File: config.mk
export PLATFORM = sky130hd
export DESIGN_NAME = i3c_bus_timer_gen2
export DESIGN_NICKNAME = d
export VERILOG_FILES = /design/src/rtl/i3c_timer_pkg.sv /design/src/rtl/i3c_timer_satcnt.sv /design/src/rtl/i3c_bus_timer_gen2.sv
export SDC_FILE = /design/constraint.sdc
export NUM_CORES = 1
export LEC_CHECK = 0
export CAP_MARGIN = 20
export CORE_MARGIN = 3
export CORE_UTILIZATION = 29
export CTS_BUF_LIST = sky130_fd_sc_hd__clkbuf_16
export DETAILED_ROUTE_END_ITERATION = 6
export GPL_TIMING_DRIVEN = 0
export PLACE_DENSITY_LB_ADDON = 0.12
export SETUP_SLACK_MARGIN = 0.15
export SKIP_LAST_GASP = 1
export SYNTH_ARGS = -nofsm -noshare
export SYNTH_HDL_FRONTEND = slang
export SYNTH_SLANG_ARGS = --single-unit
File: constraint.sdc
create_clock -name i_clk -period 9.38 [get_ports i_clk]
set_input_delay 0.938 -clock i_clk [delete_from_list [all_inputs] [get_ports i_clk]]
set_output_delay 0.938 -clock i_clk [all_outputs]
set_load 0.02 [all_outputs]
File: src/rtl/i3c_timer_pkg.sv
// i3c_timer_pkg: shared types and timing constants for the I3C bus timer.
//   - timer_state_e : engine state (IDLE / POST_STOP / POST_START)
//   - entas_e       : ENTASx activity-state encodings
//   - timer_flags_t : sticky bus-condition flag bundle
//   - TNS_*         : timing requirements in nanoseconds
//   - ns_to_cycles  : ceiling conversion from ns to clock cycles
package i3c_timer_pkg;

    typedef enum logic [1:0] {
        ST_IDLE       = 2'd0,
        ST_POST_STOP  = 2'd1,
        ST_POST_START = 2'd2
    } timer_state_e;

    typedef enum logic [1:0] {
        ENTAS0 = 2'd0,
        ENTAS1 = 2'd1,
        ENTAS2 = 2'd2,
        ENTAS3 = 2'd3
    } entas_e;

    typedef struct packed {
        logic free_pure;
        logic crhpol;
        logic free_fm;
        logic aval;
        logic free_fm_p;
        logic idle;
        logic newcrlck_i2c;
        logic newcrlck_i3c;
    } timer_flags_t;

    localparam int unsigned TNS_CAS            = 39;
    localparam int unsigned TNS_CRHPOL         = 212;
    localparam int unsigned TNS_BUF_FM         = 500;
    localparam int unsigned TNS_AVAL           = 1000;
    localparam int unsigned TNS_BUF_FM_P       = 1300;
    localparam int unsigned TNS_NEWCRLOCK_I2C  = 300;
    localparam int unsigned TNS_NEWCRLOCK_I3C  = 1000;
    localparam int unsigned TNS_IDLE           = 200000;
    localparam int unsigned TNS_ENTAS0         = 1000;
    localparam int unsigned TNS_ENTAS1         = 100000;
    localparam int unsigned TNS_ENTAS2         = 2000000;
    localparam int unsigned TNS_ENTAS3         = 50000000;

    // Round up so a threshold is never shorter than the required time.
    function automatic int unsigned ns_to_cycles(input int unsigned ns, input int unsigned period);
        return (ns + period - 1) / period;
    endfunction

endpackage

File: src/rtl/i3c_timer_satcnt.sv
// i3c_timer_satcnt: CNT_W-bit counter with clear, load-to-1 and saturating increment.
//   i_clk, i_rst_n : clock, async active-low reset
//   clr_i          : clear to 0 (highest priority)
//   load_i         : load 1 (pattern accepted)
//   inc_i          : increment, holding at all-ones
//   cnt_o          : registered count
module i3c_timer_satcnt #(
    parameter int unsigned CNT_W = 24
) (
    input  logic             i_clk,
    input  logic             i_rst_n,
    input  logic             clr_i,
    input  logic             load_i,
    input  logic             inc_i,
    output logic [CNT_W-1:0] cnt_o
);

    logic [CNT_W-1:0] cnt_q;
    logic [CNT_W-1:0] cnt_d;

    always_comb begin
        cnt_d = cnt_q;
        if (clr_i) begin
            cnt_d = '0;
        end else if (load_i) begin
            cnt_d = CNT_W'(1);
        end else if (inc_i && (cnt_q != {CNT_W{1'b1}})) begin
            cnt_d = cnt_q + CNT_W'(1);
        end
    end

    always_ff @(posedge i_clk or negedge i_rst_n) begin
        if (!i_rst_n) begin
            cnt_q <= '0;
        end else begin
            cnt_q <= cnt_d;
        end
    end

    assign cnt_o = cnt_q;

endmodule

File: src/rtl/i3c_bus_timer_gen2.sv
// i3c_bus_timer_gen2: I3C bus timing engine. Times the bus after START/STOP,
// raises sticky bus-condition flags and gates post-START clock release by ENTASx.
//   i_clk, i_rst_n            : clock, async active-low reset
//   i_start_pattern           : START/Sr pulse (wins over STOP)
//   i_stop_pattern            : STOP pulse
//   i_crh_set, i_crh_entasx   : activity-state gating enable and ENTASx level
//   i_i3c_idle_flag           : bus released to open-drain idle
//   i_abort                   : synchronous return to IDLE, clears everything
//   o_timer_cas               : single-cycle clock-release pulse
//   o_timer_*                 : sticky bus-condition flags
//   o_busy                    : engine not in IDLE
// Optional macro I3C_TIMER_ELAPSED_OUT_EN adds o_elapsed (live count) and
// o_idle_latency (captured idle-flag rise count).
module i3c_bus_timer_gen2
    import i3c_timer_pkg::*;
#(
    parameter int unsigned CLK_PERIOD_NS = 20,
    parameter int unsigned CNT_W         = 24,
    parameter int unsigned T_CAS_NS      = TNS_CAS
) (
    input  logic             i_clk,
    input  logic             i_rst_n,
    input  logic             i_start_pattern,
    input  logic             i_stop_pattern,
    input  logic             i_crh_set,
    input  logic [1:0]       i_crh_entasx,
    input  logic             i_i3c_idle_flag,
    input  logic             i_abort,
    output logic             o_timer_cas,
    output logic             o_timer_bus_free_pure,
    output logic             o_timer_crhpol,
    output logic             o_timer_bus_free_mix_fm,
    output logic             o_timer_bus_aval,
    output logic             o_timer_bus_free_mix_fm_p,
    output logic             o_timer_bus_idle,
    output logic             o_timer_newcrlck_i2c,
    output logic             o_timer_newcrlck_i3c,
`ifdef I3C_TIMER_ELAPSED_OUT_EN
    output logic [CNT_W-1:0] o_elapsed,
    output logic [CNT_W-1:0] o_idle_latency,
`endif
    output logic             o_busy
);

    localparam int unsigned CYC_CAS      = ns_to_cycles(T_CAS_NS, CLK_PERIOD_NS);
    localparam int unsigned CYC_CRHPOL   = ns_to_cycles(TNS_CRHPOL, CLK_PERIOD_NS);
    localparam int unsigned CYC_BUF_FM   = ns_to_cycles(TNS_BUF_FM, CLK_PERIOD_NS);
    localparam int unsigned CYC_AVAL     = ns_to_cycles(TNS_AVAL, CLK_PERIOD_NS);
    localparam int unsigned CYC_BUF_FM_P = ns_to_cycles(TNS_BUF_FM_P, CLK_PERIOD_NS);
    localparam int unsigned CYC_LCK_I2C  = ns_to_cycles(TNS_NEWCRLOCK_I2C, CLK_PERIOD_NS);
    localparam int unsigned CYC_LCK_I3C  = ns_to_cycles(TNS_NEWCRLOCK_I3C, CLK_PERIOD_NS);
    localparam int unsigned CYC_IDLE     = ns_to_cycles(TNS_IDLE, CLK_PERIOD_NS);
    localparam int unsigned CYC_ENTAS0   = ns_to_cycles(TNS_ENTAS0, CLK_PERIOD_NS);
    localparam int unsigned CYC_ENTAS1   = ns_to_cycles(TNS_ENTAS1, CLK_PERIOD_NS);
    localparam int unsigned CYC_ENTAS2   = ns_to_cycles(TNS_ENTAS2, CLK_PERIOD_NS);
    localparam int unsigned CYC_ENTAS3   = ns_to_cycles(TNS_ENTAS3, CLK_PERIOD_NS);
    localparam longint unsigned CNT_MAX  = (64'd1 << CNT_W) - 64'd1;

    // Every threshold must be reachable by the saturating counter.
    if (64'(CYC_CAS) > CNT_MAX || 64'(CYC_CRHPOL) > CNT_MAX || 64'(CYC_BUF_FM) > CNT_MAX ||
        64'(CYC_AVAL) > CNT_MAX || 64'(CYC_BUF_FM_P) > CNT_MAX || 64'(CYC_LCK_I2C) > CNT_MAX ||
        64'(CYC_LCK_I3C) > CNT_MAX || 64'(CYC_IDLE) > CNT_MAX || 64'(CYC_ENTAS0) > CNT_MAX ||
        64'(CYC_ENTAS1) > CNT_MAX || 64'(CYC_ENTAS2) > CNT_MAX || 64'(CYC_ENTAS3) > CNT_MAX) begin : g_cnt_w_check
        $error("i3c_bus_timer_gen2: CNT_W too small for a derived threshold");
    end

    localparam logic [CNT_W-1:0] TH_CAS      = CNT_W'(CYC_CAS);
    localparam logic [CNT_W-1:0] TH_CRHPOL   = CNT_W'(CYC_CRHPOL);
    localparam logic [CNT_W-1:0] TH_BUF_FM   = CNT_W'(CYC_BUF_FM);
    localparam logic [CNT_W-1:0] TH_AVAL     = CNT_W'(CYC_AVAL);
    localparam logic [CNT_W-1:0] TH_BUF_FM_P = CNT_W'(CYC_BUF_FM_P);
    localparam logic [CNT_W-1:0] TH_LCK_I2C  = CNT_W'(CYC_LCK_I2C);
    localparam logic [CNT_W-1:0] TH_LCK_I3C  = CNT_W'(CYC_LCK_I3C);
    localparam logic [CNT_W-1:0] TH_IDLE     = CNT_W'(CYC_IDLE);

    function automatic logic [CNT_W-1:0] entas_cycles(input entas_e sel);
        case (sel)
            ENTAS0:  return CNT_W'(CYC_ENTAS0);
            ENTAS1:  return CNT_W'(CYC_ENTAS1);
            ENTAS2:  return CNT_W'(CYC_ENTAS2);
            default: return CNT_W'(CYC_ENTAS3);
        endcase
    endfunction

    function automatic logic [CNT_W-1:0] sat_add(input logic [CNT_W-1:0] a, input logic [CNT_W-1:0] b);
        logic [CNT_W:0] sum;
        sum = {1'b0, a} + {1'b0, b};
        return sum[CNT_W] ? {CNT_W{1'b1}} : sum[CNT_W-1:0];
    endfunction

    timer_state_e     state_q, state_d;
    timer_flags_t     flags_q, flags_d;
    logic             cas_q, cas_d;
    logic             busy_q, busy_d;
    logic [CNT_W-1:0] stp_idle_q, stp_idle_d;
    logic             stp_vld_q, stp_vld_d;
    logic [CNT_W-1:0] target_q, target_d;
    logic             idle_flag_q;

    logic             cnt_clr, cnt_load, cnt_inc;
    logic [CNT_W-1:0] cnt;
    logic             idle_rise;
    logic [CNT_W-1:0] lck_i2c_th, lck_i3c_th;

    i3c_timer_satcnt #(.CNT_W(CNT_W)) u_satcnt (
        .i_clk   (i_clk),
        .i_rst_n (i_rst_n),
        .clr_i   (cnt_clr),
        .load_i  (cnt_load),
        .inc_i   (cnt_inc),
        .cnt_o   (cnt)
    );

    assign idle_rise  = i_i3c_idle_flag & ~idle_flag_q;
    assign lck_i2c_th = sat_add(stp_idle_q, TH_LCK_I2C);
    assign lck_i3c_th = sat_add(stp_idle_q, TH_LCK_I3C);

    // Next-state: abort > START > STOP > per-state timing.
    always_comb begin
        state_d    = state_q;
        flags_d    = flags_q;
        cas_d      = 1'b0;
        stp_idle_d = stp_idle_q;
        stp_vld_d  = stp_vld_q;
        target_d   = target_q;
        cnt_clr    = 1'b0;
        cnt_load   = 1'b0;
        cnt_inc    = 1'b0;

        if (i_abort) begin
            state_d    = ST_IDLE;
            flags_d    = '0;
            stp_idle_d = '0;
            stp_vld_d  = 1'b0;
            target_d   = '0;
            cnt_clr    = 1'b1;
        end else if (i_start_pattern) begin
            state_d    = ST_POST_START;
            flags_d    = '0;
            stp_idle_d = '0;
            stp_vld_d  = 1'b0;
            target_d   = i_crh_set ? entas_cycles(entas_e'(i_crh_entasx)) : TH_CAS;
            cnt_load   = 1'b1;
        end else if (i_stop_pattern) begin
            // Flags from an earlier completed STOP stay sticky.
            state_d    = ST_POST_STOP;
            stp_idle_d = '0;
            stp_vld_d  = 1'b0;
            cnt_load   = 1'b1;
        end else begin
            case (state_q)
                ST_IDLE: ;
                ST_POST_STOP: begin
                    cnt_inc = 1'b1;
                    flags_d.free_pure = flags_q.free_pure | (cnt >= TH_CAS);
                    flags_d.crhpol    = flags_q.crhpol    | (cnt >= TH_CRHPOL);
                    flags_d.free_fm   = flags_q.free_fm   | (cnt >= TH_BUF_FM);
                    flags_d.aval      = flags_q.aval      | (cnt >= TH_AVAL);
                    flags_d.free_fm_p = flags_q.free_fm_p | (cnt >= TH_BUF_FM_P);
                    flags_d.newcrlck_i2c = flags_q.newcrlck_i2c | (stp_vld_q && (cnt >= lck_i2c_th));
                    flags_d.newcrlck_i3c = flags_q.newcrlck_i3c | (stp_vld_q && (cnt >= lck_i3c_th));
                    // Only the first rise after STOP defines the lock reference.
                    if (idle_rise && !stp_vld_q) begin
                        stp_idle_d = cnt;
                        stp_vld_d  = 1'b1;
                    end
                    if (cnt >= TH_IDLE) begin
                        flags_d.idle = 1'b1;
                        state_d      = ST_IDLE;
                        cnt_clr      = 1'b1;
                    end
                end
                ST_POST_START: begin
                    cnt_inc = 1'b1;
                    if (cnt == target_q) begin
                        cas_d   = 1'b1;
                        state_d = ST_IDLE;
                        cnt_clr = 1'b1;
                    end
                end
                default: begin
                    state_d = ST_IDLE;
                    cnt_clr = 1'b1;
                end
            endcase
        end
    end

    assign busy_d = (state_d != ST_IDLE);

    always_ff @(posedge i_clk or negedge i_rst_n) begin
        if (!i_rst_n) begin
            state_q     <= ST_IDLE;
            flags_q     <= '0;
            cas_q       <= 1'b0;
            busy_q      <= 1'b0;
            stp_idle_q  <= '0;
            stp_vld_q   <= 1'b0;
            target_q    <= '0;
            idle_flag_q <= 1'b0;
        end else begin
            state_q     <= state_d;
            flags_q     <= flags_d;
            cas_q       <= cas_d;
            busy_q      <= busy_d;
            stp_idle_q  <= stp_idle_d;
            stp_vld_q   <= stp_vld_d;
            target_q    <= target_d;
            idle_flag_q <= i_i3c_idle_flag;
        end
    end

    assign o_timer_cas               = cas_q;
    assign o_timer_bus_free_pure     = flags_q.free_pure;
    assign o_timer_crhpol            = flags_q.crhpol;
    assign o_timer_bus_free_mix_fm   = flags_q.free_fm;
    assign o_timer_bus_aval          = flags_q.aval;
    assign o_timer_bus_free_mix_fm_p = flags_q.free_fm_p;
    assign o_timer_bus_idle          = flags_q.idle;
    assign o_timer_newcrlck_i2c      = flags_q.newcrlck_i2c;
    assign o_timer_newcrlck_i3c      = flags_q.newcrlck_i3c;
    assign o_busy                    = busy_q;
`ifdef I3C_TIMER_ELAPSED_OUT_EN
    assign o_elapsed                 = cnt;
    assign o_idle_latency            = stp_idle_q;
`endif

endmodule

==> impl_metrics.env <==
export IMPL_routed_wirelength_mm=16.3
export IMPL_cts_sinks=72
export IMPL_cts_root_buffer="clkbuf_16"
export IMPL_fin_worst_skew_ns=0.00809
export IMPL_grt_use_total_pct=15.5
export IMPL_gp_congestion=0.851
export IMPL_ys_warn_count=0
export IMPL_start_kind="flip-flop"
export IMPL_hold_violations=0
export IMPL_synth_edf_count=0
export IMPL_cellPowerDensity_nw_per_um2=105
export IMPL_grtUsageMet1_pct=20.6
export IMPL_viasPerCell=5.04
export IMPL_antenna_cells=0
export IMPL_ir_drop_mv=0.0847
export IMPL_dp_hpwl_mm=12.7
export IMPL_p_leak_nw=2.77
export IMPL_synthArstFlopShare_pct=100
export IMPL_timing_setup_tns_ns=0
export IMPL_slew_violations=0
export IMPL_coreArea_um2=19100
export IMPL_io_buffers=16
export IMPL_drt_iter0_markers=267
export IMPL_ant_nets=0
export IMPL_crit_reg2reg_launch="stp_idle_q[6]"
export IMPL_rsz0062_at_grt="no"
export IMPL_synth_seq_area_share_pct=31.4
export IMPL_holdBufCountCts=0
export IMPL_start_util_pct=30.0
export IMPL_outcome="completed"
export IMPL_remaining_drc_errors=0
export IMPL_grt_met2_usage_pct=25.4
export IMPL_ys_flop_type="dfrtp_1"
export IMPL_vias=5013
export IMPL_worst_r2r_setup_slack_ns=4.60
export IMPL_worstPathArrival_ns=5.01
export IMPL_finalCritPeriodShare_pct=51.0
export IMPL_synth_cell_types=54
export IMPL_fillers=2055
export IMPL_path_clk_slew_ns=0.06
export IMPL_grt_pass1_vias=4925
export IMPL_numCtsBuffers=9
export IMPL_num_rows=50
export IMPL_layout_nets=803
export IMPL_busiest_layer="met2"
export IMPL_final_cell_mix="93 x nand2_1, 93 x nor2_1, 72 x dfrtp_1, 65 x ha_1, 50 x a21oi_1"
export IMPL_cts_max_path_buffers=2
export IMPL_fmax_mhz=209
export IMPL_cts_resized=0
export IMPL_avgSynthCellArea_um2=8.17
export IMPL_worstSetupPathType="flip-flop to flip-flop"
export IMPL_drv_cap=0
export IMPL_worstPathMaxFanout=10
export IMPL_r2r_end="o_timer_newcrlck_i3c"
export IMPL_dpl_cell_area_um2=6240
export IMPL_worstSetupEndpointType="flip-flop"
export IMPL_hold_worst_slack_ns=0.421
export IMPL_clock_latency_ns=0.34
export IMPL_met3_usage_pct=3.23
export IMPL_finalSetupViolCount=0
export IMPL_area_growth_pct=13.7
export IMPL_synth_nets=775
export IMPL_synth_seq_cells=72
export IMPL_grt_first_pass_wirelength_mm=26.4
export IMPL_period_minus_slack_ns=4.78
export IMPL_drt_pass1_iterations=5
export IMPL_worstPathRequired_ns=9.60
export IMPL_cts_tree="done"
export IMPL_grt_max_degree=66
export IMPL_grt_antenna_before_repair=0
export IMPL_slew_headroom_pct=36.7
export IMPL_design_area_um2=6510
export IMPL_postCtsSetupBuffers=0
export IMPL_reg2reg_depth=14
export IMPL_die_area_um2=21500
export IMPL_io_pins=19
export IMPL_grt_overflow_total=0
export IMPL_worst_pin_slew_ns=0.945
export IMPL_dieHeight_um=147
export IMPL_netlist_area_um2=5730
export IMPL_cts_max_level=3
export IMPL_syn_inst=701
export IMPL_drive_above_1_share_pct=4.77
export IMPL_hp_class="primary input to async pin"
export IMPL_fp_dieW_um=147
export IMPL_wire_per_inst_um=16.4
==> layout make-up <==
| type | count | area, um^2 | area share, % |
|---|---|---|---|
| Timing Repair Buffer | 17 | 185 | 2.84 |
| Multi-Input combinational cell | 562 | 3650 | 56.1 |
| Buffer | 45 | 194 | 2.98 |
| Inverter | 22 | 82.6 | 1.27 |
| Clock buffer | 9 | 225 | 3.46 |
| Clock inverter | 7 | 47.5 | 0.730 |
| Tap cell | 260 | 325 | 4.99 |
| Sequential cell | 72 | 1800 | 27.7 |
==> report_power, final <==
group | total (mW) | switching, mW | leakage, nW | internal (mW)
clock network | 0.320 | 0.142 | 0.123 | 0.178
logic | 0.0476 | 0.0306 | 1.65 | 0.0171
registers | 0.318 | 0.00364 | 0.994 | 0.314
==> critical path, cell delays in order (launching register included) <==
cell,delay (ns)
dfrtp_1,0.32
clkbuf_1,0.36
nand4_1,0.30
nor2_1,0.67
nand3_1,0.32
nor2_1,0.19
clkbuf_1,0.55
nor2_1,0.12
ha_1,0.31
a21o_1,0.17
a2111oi_0,0.37
o21ai_0,0.20
a221oi_1,0.37
a21oi_1,0.12
o221a_2,0.29
==> metal layers <==
metal / wire length (um) / vias up / share of wire [%]
li1: - / 2509 / -
met1: 7790 / 2399 / 48
met2: 7600 / 86 / 47
met3: 592 / 19 / 3.6
met4: 263 / 0 / 1.6
met5: 0 / - / 0
==> synth_stat cells (2+ instances only) <==
| cell type | number | share of area (%) |
|---|---|---|
| nand2_1 | 93 | 6.1 |
| nor2_1 | 93 | 6.1 |
| dfrtp_1 | 72 | 31 |
| ha_1 | 65 | 14 |
| a21oi_1 | 50 | 4.4 |
| clkbuf_1 | 39 | 2.6 |
| xor2_1 | 36 | 5.5 |
| nand3_1 | 34 | 3.0 |
| xnor2_1 | 28 | 4.3 |
| inv_1 | 22 | 1.4 |
| nand4_1 | 19 | 2.1 |
| o21ai_0 | 18 | 1.6 |
| nor4_1 | 11 | 1.2 |
| nor3_1 | 10 | 0.87 |
| and3_1 | 8 | 0.87 |
| a21o_1 | 7 | 0.92 |
| a31oi_1 | 6 | 0.66 |
| nor2b_1 | 6 | 0.66 |
| a2111oi_0 | 5 | 0.76 |
| and4_1 | 5 | 0.76 |
| mux2i_1 | 5 | 0.87 |
| nand2b_1 | 5 | 0.55 |
| o21a_1 | 5 | 0.66 |
| a211o_1 | 4 | 0.61 |
| a211oi_1 | 4 | 0.52 |
| o2111ai_1 | 4 | 0.61 |
| or4_1 | 4 | 0.52 |
| buf_6 | 3 | 0.59 |
| nor4b_1 | 3 | 0.46 |
| o211ai_1 | 3 | 0.39 |
| or3_1 | 3 | 0.33 |
| a221oi_1 | 2 | 0.31 |
| a22oi_1 | 2 | 0.26 |
| buf_2 | 2 | 0.17 |
| nand3b_1 | 2 | 0.26 |
| nor3b_1 | 2 | 0.26 |
| o221a_2 | 2 | 0.39 |
| or2_2 | 2 | 0.22 |
| or3b_2 | 2 | 0.31 |
==> cells by family (layout without fill, tap and decap cells) <==
logic type      count (synthesis)  count (layout)  synth area share (%)
fa+ha+maj                      65              65                  14.2
mux                             5               5                 0.873
simple gates                  306             306                  25.1
compound gates                122             122                  13.8
flops                          72              72                  31.4
xor+xnor                       64              64                  9.78
buf+inv                        67             100                  4.83
==> flip-flops by register name (all words and copies together), names as in the netlist, 2 cells and up <==
signal,count
stp_idle_q,24
u_satcnt.cnt_o,24
target_q,10
state_q,2
==> per-stage QoR <==
step           total power, mW  setup WS (ns)  cells  util [%]
6_report                 0.686           4.60    994      34.1
5_1_grt                  0.717           4.15    994      34.1
4_1_cts                  0.699           4.49    994      34.1
3_5_place_dp             0.372           4.53    978      32.7
3_3_place_gp             0.371           4.50    977      32.6
2_1_floorplan            0.349           5.85    701         -
==> worst max-delay path by stage <==
stage | slack, ns | startpoint | cells past startpoint | to
2_1_floorplan | 5.85 | stp_idle_q[11] | 15 | o_timer_newcrlck_i3c
3_3_place_gp | 4.50 | stp_idle_q[6] | 14 | o_timer_newcrlck_i3c
3_5_place_dp | 4.53 | stp_idle_q[6] | 14 | o_timer_newcrlck_i3c
4_1_cts | 4.49 | stp_idle_q[6] | 14 | o_timer_newcrlck_i3c
5_1_grt | 4.15 | stp_idle_q[6] | 14 | o_timer_newcrlck_i3c
6_report | 4.60 | stp_idle_q[6] | 14 | o_timer_newcrlck_i3c
No activity file was read; power rests on OpenSTA's default activity.
